### src/rtl/stat_veto_pkg.sv
// rtl/stat_veto_pkg.sv - shared types and constants for the multi-channel veto statistics block
// Contents: FSM state type, readout select codes, default widths, width helper.
package stat_veto_pkg;

  typedef enum logic {
    ST_IDLE = 1'b0,
    ST_LIVE = 1'b1
  } state_t;

  localparam logic RD_SEL_EDGE = 1'b0;
  localparam logic RD_SEL_DUR  = 1'b1;

  localparam int DEF_N_CH      = 8;
  localparam int DEF_CNT_W     = 32;
  localparam int DEF_DUR_W     = 32;
  localparam int DEF_GATE_LIVE = 1;
  localparam int DEF_SPILL_W   = 16;

  function automatic int max_w(input int a, input int b);
    return (a > b) ? a : b;
  endfunction

endpackage

### src/rtl/stat_veto_chan.sv
// rtl/stat_veto_chan.sv - one veto channel: edge detect, saturating counters, shadow snapshot
// Ports:
//   clk, rst_n    clock, asynchronous active-low reset
//   clr           start of spill: counters and sat flags restart from zero this cycle
//   snap          end of spill: shadows take the live counters
//   en            count enable
//   veto          veto level of this channel
//   sh_edge/sh_dur        shadow edge / duration counts
//   sh_sat_e/sh_sat_d     shadow saturation flags
module stat_veto_chan
  import stat_veto_pkg::*;
#(
  parameter int CNT_W = DEF_CNT_W,
  parameter int DUR_W = DEF_DUR_W
) (
  input  logic             clk,
  input  logic             rst_n,
  input  logic             clr,
  input  logic             snap,
  input  logic             en,
  input  logic             veto,
  output logic [CNT_W-1:0] sh_edge,
  output logic [DUR_W-1:0] sh_dur,
  output logic             sh_sat_e,
  output logic             sh_sat_d
);

  logic             pre_veto;
  logic [CNT_W-1:0] edge_cnt;
  logic [DUR_W-1:0] dur_cnt;
  logic             sat_e;
  logic             sat_d;

  logic             inc_e;
  logic             inc_d;
  logic [CNT_W-1:0] edge_base;
  logic [DUR_W-1:0] dur_base;
  logic             sat_e_base;
  logic             sat_d_base;
  logic             full_e;
  logic             full_d;

  assign inc_e = en & veto & ~pre_veto;
  assign inc_d = en & veto;

  // The clear is folded in ahead of the increment so an event in the
  // spill's first cycle is still counted.
  assign edge_base  = clr ? '0 : edge_cnt;
  assign dur_base   = clr ? '0 : dur_cnt;
  assign sat_e_base = clr ? 1'b0 : sat_e;
  assign sat_d_base = clr ? 1'b0 : sat_d;

  assign full_e = &edge_base;
  assign full_d = &dur_base;

  always_ff @(posedge clk or negedge rst_n) begin
    if (!rst_n) begin
      pre_veto <= 1'b0;
      edge_cnt <= '0;
      dur_cnt  <= '0;
      sat_e    <= 1'b0;
      sat_d    <= 1'b0;
      sh_edge  <= '0;
      sh_dur   <= '0;
      sh_sat_e <= 1'b0;
      sh_sat_d <= 1'b0;
    end else begin
      pre_veto <= veto;
      // A count at all-ones holds; the lost increment is what raises sat.
      edge_cnt <= (inc_e && !full_e) ? edge_base + CNT_W'(1) : edge_base;
      dur_cnt  <= (inc_d && !full_d) ? dur_base + DUR_W'(1) : dur_base;
      sat_e    <= sat_e_base | (inc_e & full_e);
      sat_d    <= sat_d_base | (inc_d & full_d);
      // Shadows take the registered counts, i.e. everything up to the last
      // live cycle; events in the falling cycle itself are not included.
      if (snap) begin
        sh_edge  <= edge_cnt;
        sh_dur   <= dur_cnt;
        sh_sat_e <= sat_e;
        sh_sat_d <= sat_d;
      end
    end
  end

endmodule

### src/rtl/stat_veto_multi.sv
// rtl/stat_veto_multi.sv - per-spill veto edge/duration statistics over N_CH channels
// Ports:
//   clk, rst_n    clock, asynchronous active-low reset
//   in_live       live/spill window level
//   in_veto       veto levels, bit i = channel i
//   rd_ch/rd_sel  readout channel and counter select (edge / duration)
//   rd_data       registered shadow value, zero-extended; 0 for rd_ch >= N_CH
//   rd_sat        registered shadow saturation flag
//   snap_valid    one-cycle pulse when the shadow set has been updated
//   spill_cnt     completed spills since reset, wrapping
//   busy          high while a spill is in progress
module stat_veto_multi
  import stat_veto_pkg::*;
#(
  parameter int N_CH      = DEF_N_CH,
  parameter int CNT_W     = DEF_CNT_W,
  parameter int DUR_W     = DEF_DUR_W,
  parameter int GATE_LIVE = DEF_GATE_LIVE,
  parameter int SPILL_W   = DEF_SPILL_W
) (
  input  logic                             clk,
  input  logic                             rst_n,
  input  logic                             in_live,
  input  logic [N_CH-1:0]                  in_veto,
  input  logic [$clog2(N_CH):0]            rd_ch,
  input  logic                             rd_sel,
  output logic [max_w(CNT_W, DUR_W)-1:0]   rd_data,
  output logic                             rd_sat,
  output logic                             snap_valid,
  output logic [SPILL_W-1:0]               spill_cnt,
  output logic                             busy
);

  localparam int RD_W = max_w(CNT_W, DUR_W);
  localparam int CH_W = $clog2(N_CH) + 1;

  state_t state;
  state_t state_nxt;

  logic pre_live;
  logic live_rise;
  logic live_fall;
  logic en;
  logic clr;
  logic snap;

  logic [CNT_W-1:0] sh_edge [N_CH];
  logic [DUR_W-1:0] sh_dur  [N_CH];
  logic [N_CH-1:0]  sh_sat_e;
  logic [N_CH-1:0]  sh_sat_d;

  logic [RD_W-1:0]  rd_data_nxt;
  logic             rd_sat_nxt;

  assign live_rise = in_live & ~pre_live;
  assign live_fall = ~in_live & pre_live;
  assign en        = in_live | (GATE_LIVE == 0);
  assign busy      = (state == ST_LIVE);

  always_comb begin
    state_nxt = state;
    clr       = 1'b0;
    snap      = 1'b0;
    case (state)
      ST_IDLE: begin
        if (live_rise) begin
          state_nxt = ST_LIVE;
          clr       = 1'b1;
        end
      end
      ST_LIVE: begin
        if (live_fall) begin
          state_nxt = ST_IDLE;
          snap      = 1'b1;
        end
      end
      default: state_nxt = ST_IDLE;
    endcase
  end

  always_ff @(posedge clk or negedge rst_n) begin
    if (!rst_n) begin
      state      <= ST_IDLE;
      pre_live   <= 1'b0;
      spill_cnt  <= '0;
      snap_valid <= 1'b0;
      rd_data    <= '0;
      rd_sat     <= 1'b0;
    end else begin
      state      <= state_nxt;
      pre_live   <= in_live;
      snap_valid <= snap;
      if (snap) begin
        spill_cnt <= spill_cnt + SPILL_W'(1);
      end
      rd_data    <= rd_data_nxt;
      rd_sat     <= rd_sat_nxt;
    end
  end

  for (genvar g = 0; g < N_CH; g++) begin : g_chan
    stat_veto_chan #(
      .CNT_W(CNT_W),
      .DUR_W(DUR_W)
    ) u_chan (
      .clk     (clk),
      .rst_n   (rst_n),
      .clr     (clr),
      .snap    (snap),
      .en      (en),
      .veto    (in_veto[g]),
      .sh_edge (sh_edge[g]),
      .sh_dur  (sh_dur[g]),
      .sh_sat_e(sh_sat_e[g]),
      .sh_sat_d(sh_sat_d[g])
    );
  end

  // Out-of-range channels match no entry and fall through to zero.
  always_comb begin
    rd_data_nxt = '0;
    rd_sat_nxt  = 1'b0;
    for (int i = 0; i < N_CH; i++) begin
      if (rd_ch == CH_W'(i)) begin
        if (rd_sel == RD_SEL_DUR) begin
          rd_data_nxt = RD_W'(sh_dur[i]);
          rd_sat_nxt  = sh_sat_d[i];
        end else begin
          rd_data_nxt = RD_W'(sh_edge[i]);
          rd_sat_nxt  = sh_sat_e[i];
        end
      end
    end
  end

endmodule

### config.mk
export PLATFORM = sky130hd
export DESIGN_NAME = stat_veto_multi
export DESIGN_NICKNAME = d
export VERILOG_FILES = /design/src/rtl/stat_veto_pkg.sv /design/src/rtl/stat_veto_chan.sv /design/src/rtl/stat_veto_multi.sv
export SDC_FILE = /design/constraint.sdc
export NUM_CORES = 2
export LEC_CHECK = 0
export CAP_MARGIN = 20
export CORE_UTILIZATION = 41
export DETAILED_ROUTE_END_ITERATION = 8
export HOLD_SLACK_MARGIN = 0.08
export MAX_ROUTING_LAYER = met4
export PLACE_DENSITY = 0.57
export SYNTH_ARGS = -nofsm -noshare
export SYNTH_HDL_FRONTEND = slang
export SYNTH_SLANG_ARGS = --single-unit
### constraint.sdc
create_clock -name clk -period 3.2 [get_ports clk]
set_clock_uncertainty 0.15 [all_clocks]
set_input_delay 0.48 -clock clk [delete_from_list [all_inputs] [get_ports clk]]
set_output_delay 0.48 -clock clk [all_outputs]
set_load 0.05 [all_outputs]
# == Yosys cells after proc, flatten, opt, wreduce, memory -nomap -nowiden ==
# Cells that the tools add are included.
# totals
memories,0
latchBits,0
wordCells,298
input_bits,16
output_inout_bits,51
regBits,1116
ramBits,0
rom_bits,0
# classes
n_eq_ne,7
shifts,0
reduce_logical,49
add_sub_neg,17
multipliers,0
div_mod_pow,0
bitwise_logic,61
mux,86
order_cmp,0
# op_table
cell,n
$mux 32,48
$add 32x1->32 const B,16
$reduce_and 32->1,16
$mux 1,37
$and 1x1->1,34
$add 16x1->16 const B,1
$eq 4x3->1 const B,4
$logic_and 1x1->1,16
$logic_not 1->1,16
$or 1x1->1,16
$not 1->1,11
$eq 4x2->1 const B,2
$eq 4x1->1 const B,1
$logic_not 4->1,1
$pmux 1 s2,1

# == Depth between registers and ports, before layout ==
# depth
word_depth,9
mapped_depth,12
depth_no_buf,7

# == Hierarchy ==
# A second synthesis with hierarchy kept.
# hier_totals
cells_unflattened,5123
area_unflattened_um2,55216.7
# modules_own_cells
module,area_each_um2,cells_each,instances,seq_area_each_um2
stat_veto_chan,6098.3,547,8,3328.2
stat_veto_multi,6429.9,747,1,1301.2

# == Worst setup path before layout ==
# No wires, ideal clock.
# synth_path
path_kind,reg2reg
startpoint,"reg state, in the netlist busy"
endpoint,reg g_chan[2].u_chan.edge_cnt[5]
arrival_ps,2570
path_stages_with_launch,10
slack_ps,359
n_path_buf,3
synth_period_minus_slack_ps,2841
t_required_ps,2929
cell_sequence,dfrtp_1 -> clkbuf_2 -> nor3b_2 -> buf_6 -> or4_1 -> or4_1 -> clkbuf_1 -> and3_1 -> xnor2_1 -> nor2_1
# synth_via
elab_chain_len,6
word_cells_on_any_way,7
cone_classes,add/sub: 1; mux: 3; reduce/logical: 3
# synth_rtl
element,line,rtl
"start, declared",stat_veto_multi.sv:37,state_t state;
"start signal, assigned",stat_veto_multi.sv:90,state <= state_nxt;
$mux 1 (*),stat_veto_multi.sv:64,case (state)
$mux 32 (*),stat_veto_chan.sv:48,assign edge_base = clr ? '0 : edge_cnt;
"parallel branches: the longest is 3 deep, another holds $add 32x1->32",--,
$mux 32 (*),stat_veto_chan.sv:70,edge_cnt <= (inc_e && !full_e) ? edge_base + CNT_W'(1) : edge_base;
"end signal, assigned",stat_veto_chan.sv:70,
"end, declared",stat_veto_chan.sv:29,logic [CNT_W-1:0] edge_cnt;
# Every way passes the cells marked *.
# A chain may end at the register's enable or synchronous reset.

# == Final worst setup path ==
# layout_path
startpoint,in in_live
endpoint,reg g_chan[4].u_chan.edge_cnt[6]
# layout_via
elab_chain_len,8
word_cells_on_any_way,11
cone_classes,add/sub: 1; mux: 4; bitwise: 3; reduce/logical: 3
# layout_rtl
element,line,rtl
"start, declared",stat_veto_multi.sv:23,"input logic in_live,"
"parallel branches: the longest is 7 deep, another holds $add 32x1->32",--,
$mux 32 (*),stat_veto_chan.sv:70,
"end signal, assigned",stat_veto_chan.sv:70,
"end, declared",stat_veto_chan.sv:29,
# Marks and branches as above.

==> impl_metrics.yaml <==
status:
  outcome: "finished clean"
placement:
  placed_area_um2: 56390
  gp_congestion: 0.9985
  port-buffer-count: 66
  hpwl_um: 115900
clocking:
  postCtsSetupBuffers: 0
  clock_latency_ns: 0.76
  clk_pin_slew_ns: 0.06
  cts.hold.buffers_added: 4
  cts_tree: "yes"
  cts_root_buf: "clkbuf_16"
  cts_resized: 0
  cts_buffer_depth: 3
  clock_sinks: 1116
  cts_inserted_buffers: 120
  htreeDepth: 3
layout:
  drive_above_1_share_pct: 8.421
  postLayoutCellArea_um2: 60640
  area_growth_pct: 15.51
  nNetsFinal: 5880
  n_fill_cell: 11960
sta:
  finalHoldViolCount: 0
  finalMaxSlewViolations: 0
  worst_pin_slew_ns: 0.8266
  period_share_pct: 92.03
  period_needed_ns: 2.945
  fmax_ghz: 0.3396
  setup-tns-final_ns: 0
  grt_setup_unrepaired: "no"
  finalSetupViolCount: 0
  max_slew_margin_pct: 44.47
logic_synthesis:
  synth_nets: 5756
  synth_area_leaders: "dfrtp_1 (53%), nand2_1 (13%), mux2i_1 (5.3%), xor2_1 (3.5%), nor2_1 (3.1%)"
  async_reset_ff_share_pct: 100.0
  syn_area_per_cell_um2: 9.148
  synth_mux_area_share_pct: 5.321
  synth-xor-area-share_pct: 6.322
  ys_ff_latch: 1116
  synth_top_family_by_area: "simple AND/OR/NAND/NOR gates"
  ys_seq_area_share_pct: 53.19
  synth_cells: 5739
  synth_ff_type: "dfrtp_1"
  synth_edf_count: 0
  synthMostInstantiatedCell: "nand2_1"
  yosys.area.top_type: "dfrtp_1"
  synth_compound_area_share_pct: 5.193
  yosys.area_share.simple_pct: 27.21
  synth_top_area_share_pct: 53.19
  synth_fa_ha_area_share_pct: 0.04290
  synth.yosys.warnings: 0
  synthTopCellsByCount: "nand2_1 (1838), dfrtp_1 (1116), nor2_1 (440)"
  synthDistinctLibCells: 81
  syn_area_um2: 52500
die:
  dieArea_um2: 129500
  rows: 130
  ios: 67
  die_h_um: 359.9
  fp.coreArea_um2: 126400
  initial_core_util_pct: 41.54
  die_x_um: 359.9
global_routing:
  grt_util_all_layers_pct: 25.86
  grt_start_max_net_pins: 157
  met2_usage_pct: 38.85
  busiest_layer: "met2"
  antenna_found_initial: 7
  globalRouteMet1Util_pct: 34.15
  grt_pass1_vias: 40428
  grt_pass1_wl_um: 251600
  use_met3_pct: 5.739
  grt_overflow: 0
routing:
  drc_errors: 0
  wirelength_um: 162000
  drt-pass1-iter-count: 7
  vias: 41665
  wl_per_cell_um: 21.27
  vias_per_cell: 5.470
  final_antenna_net_count: 0
  dr.first_iter.drc_count: 3756
critical_path:
  cp_max_fo: 60
  r2r_start: "busy"
  cp.arrival_ns: 3.39
  end_kind: "register"
  worstSetupStartpointType: "input pin"
  r2r_slack_ns: 0.40
  cp_cell_sequence: "dlygate4sd3_1, buf_2, nor3b_4, buf_12, buf_12, nor4_1, nand4b_1, nand4_1, xor2_1, nor2_1"
  path_delay_family: "simple AND/OR/NAND/NOR gates"
  cpMostUsedCell: "buf_12"
  crit_slowest_cell: "dlygate4sd3_1"
  ff2ff_path_depth: 8
  cp_slowest_stage_delay_ns: 0.60
  critPathKind: "in2reg"
  crit_required_ns: 3.64
  r2r-end: "g_chan[4].u_chan.edge_cnt[6]"
  crit_buf_inv: 4
worst_hold_path:
  min_path_type: "in2async"
power_and_ir_drop:
  p_leak_nw: 28.81
  peakVddDrop_mv: 0.4478
  power_density_nw_per_um2: 533.3
job:
  drv_cap: 0
==> metal layers <==
layer	share of wire (%)	wire length, um
met2	45	73690
met1	44	71140
met4	3.7	6061
met5	0	0
met3	6.9	11100
==> worst reg2reg max path, delay by kind of cell, from the launching register on <==
family	cells	cell delay [ns]
xor+xnor	1	0.16
buf+inv	2	0.35
flops	1	0.45
simple gates	5	1.55
==> report_power, final <==
part           total (W)  internal [W]  switching [W]  leakage [nW]
Sequential        0.0152        0.0147       0.000594          15.5
Clock             0.0148       0.00881        0.00594          2.07
Combinational    0.00234      0.000739        0.00160          11.3
Total             0.0323        0.0242        0.00814          28.8
==> sequential cells by signal, indices dropped and copies added, names as in the netlist <==
| register | cells |
|---|---|
| busy | 1 |
| g_chan.u_chan.dur_cnt | 256 |
| g_chan.u_chan.edge_cnt | 256 |
| g_chan.u_chan.pre_veto | 8 |
| g_chan.u_chan.sat_d | 8 |
| g_chan.u_chan.sat_e | 8 |
| g_chan.u_chan.sh_dur | 256 |
| g_chan.u_chan.sh_edge | 256 |
| g_chan.u_chan.sh_sat_d | 8 |
| g_chan.u_chan.sh_sat_e | 8 |
| pre_live | 1 |
| rd_data | 32 |
| rd_sat | 1 |
| snap_valid | 1 |
| spill_cnt | 16 |
==> layout by cell type, fill, tap and decap left out, types with 33 or more instances in the layout <==
| master | netlist | layout |
|---|---|---|
| nand3_1 | 233 | 233 |
| xor2_1 | 208 | 208 |
| and3_1 | 68 | 68 |
| dfrtp_1 | 1116 | 1116 |
| xnor2_1 | 171 | 171 |
| or3_1 | 50 | 50 |
| nor3_1 | 127 | 127 |
| nand2_1 | 1838 | 1838 |
| o21ai_0 | 103 | 103 |
| clkdlybuf4s50_1 | 0 | 63 |
| o221ai_1 | 33 | 33 |
| mux2i_1 | 278 | 278 |
| and4_1 | 44 | 44 |
| clkbuf_16 | 0 | 121 |
| nor4_1 | 52 | 51 |
| o22ai_1 | 99 | 99 |
| inv_1 | 44 | 43 |
| buf_12 | 0 | 48 |
| nand4_1 | 177 | 177 |
| buf_4 | 3 | 191 |
| a21oi_1 | 77 | 77 |
| nor2_1 | 440 | 440 |
| clkbuf_8 | 0 | 33 |
==> kinds of logic (layout without fill, tap and decap cells) <==
| logic type | count (synthesis) | in the layout |
|---|---|---|
| XOR/XNOR | 379 | 379 |
| multiplexers | 279 | 279 |
| adder cells (fa/ha/maj) | 2 | 2 |
| AND/OR/NAND/NOR | 3189 | 3189 |
| flip-flops | 1116 | 1116 |
| other | 0 | 6 |
| AO/OA/AOI/OAI | 422 | 422 |
| buffers and inverters | 352 | 574 |
==> how the worst max path moves through the flow <==
stage                                               end  slack, ns  startpoint  depth (start not counted)
final                      g_chan[4].u_chan.edge_cnt[6]       0.26     in_live                         10
after global routing       g_chan[4].u_chan.edge_cnt[6]       0.15     in_live                         10
after CTS                 g_chan[2].u_chan.edge_cnt[15]       0.17     in_live                          9
after detailed placement  g_chan[2].u_chan.edge_cnt[15]      0.007     in_live                          8
after global placement    g_chan[2].u_chan.edge_cnt[16]        0.1     in_live                          8
after floorplan            g_chan[2].u_chan.edge_cnt[5]       0.36        busy                          9
==> per-stage QoR <==
step | hold slack [ns] | power [W] | util, % | worst slack [ns] | instances
after detailed placement | 0.3069 | 0.01784 | 44.62 | 0.007073 | 7386
after CTS | 0.09132 | 0.03262 | 47.97 | 0.1734 | 7610
after global placement | 0.3067 | 0.01781 | 44.62 | 0.09736 | 7386
final | 0.1312 | 0.03234 | 47.98 | 0.2550 | 7617
after global routing | 0.1218 | 0.03349 | 47.98 | 0.1458 | 7616
after floorplan | 0.03441 | 0.01657 | - | 0.3587 | 5739
==> area by class of cell <==
cell class,count,area (um^2),area share (%)
sequential,1116,27930,46.05
timing repair buffer,310,3105,5.121
clock inverter,41,619.3,1.021
tap,1650,2064,3.404
multi-input combinational,4271,23160,38.20
inverter,44,172.7,0.2847
clock buffer,179,3576,5.897
antenna,6,15.01,0.02476
(Power assumes the default switching activity.)
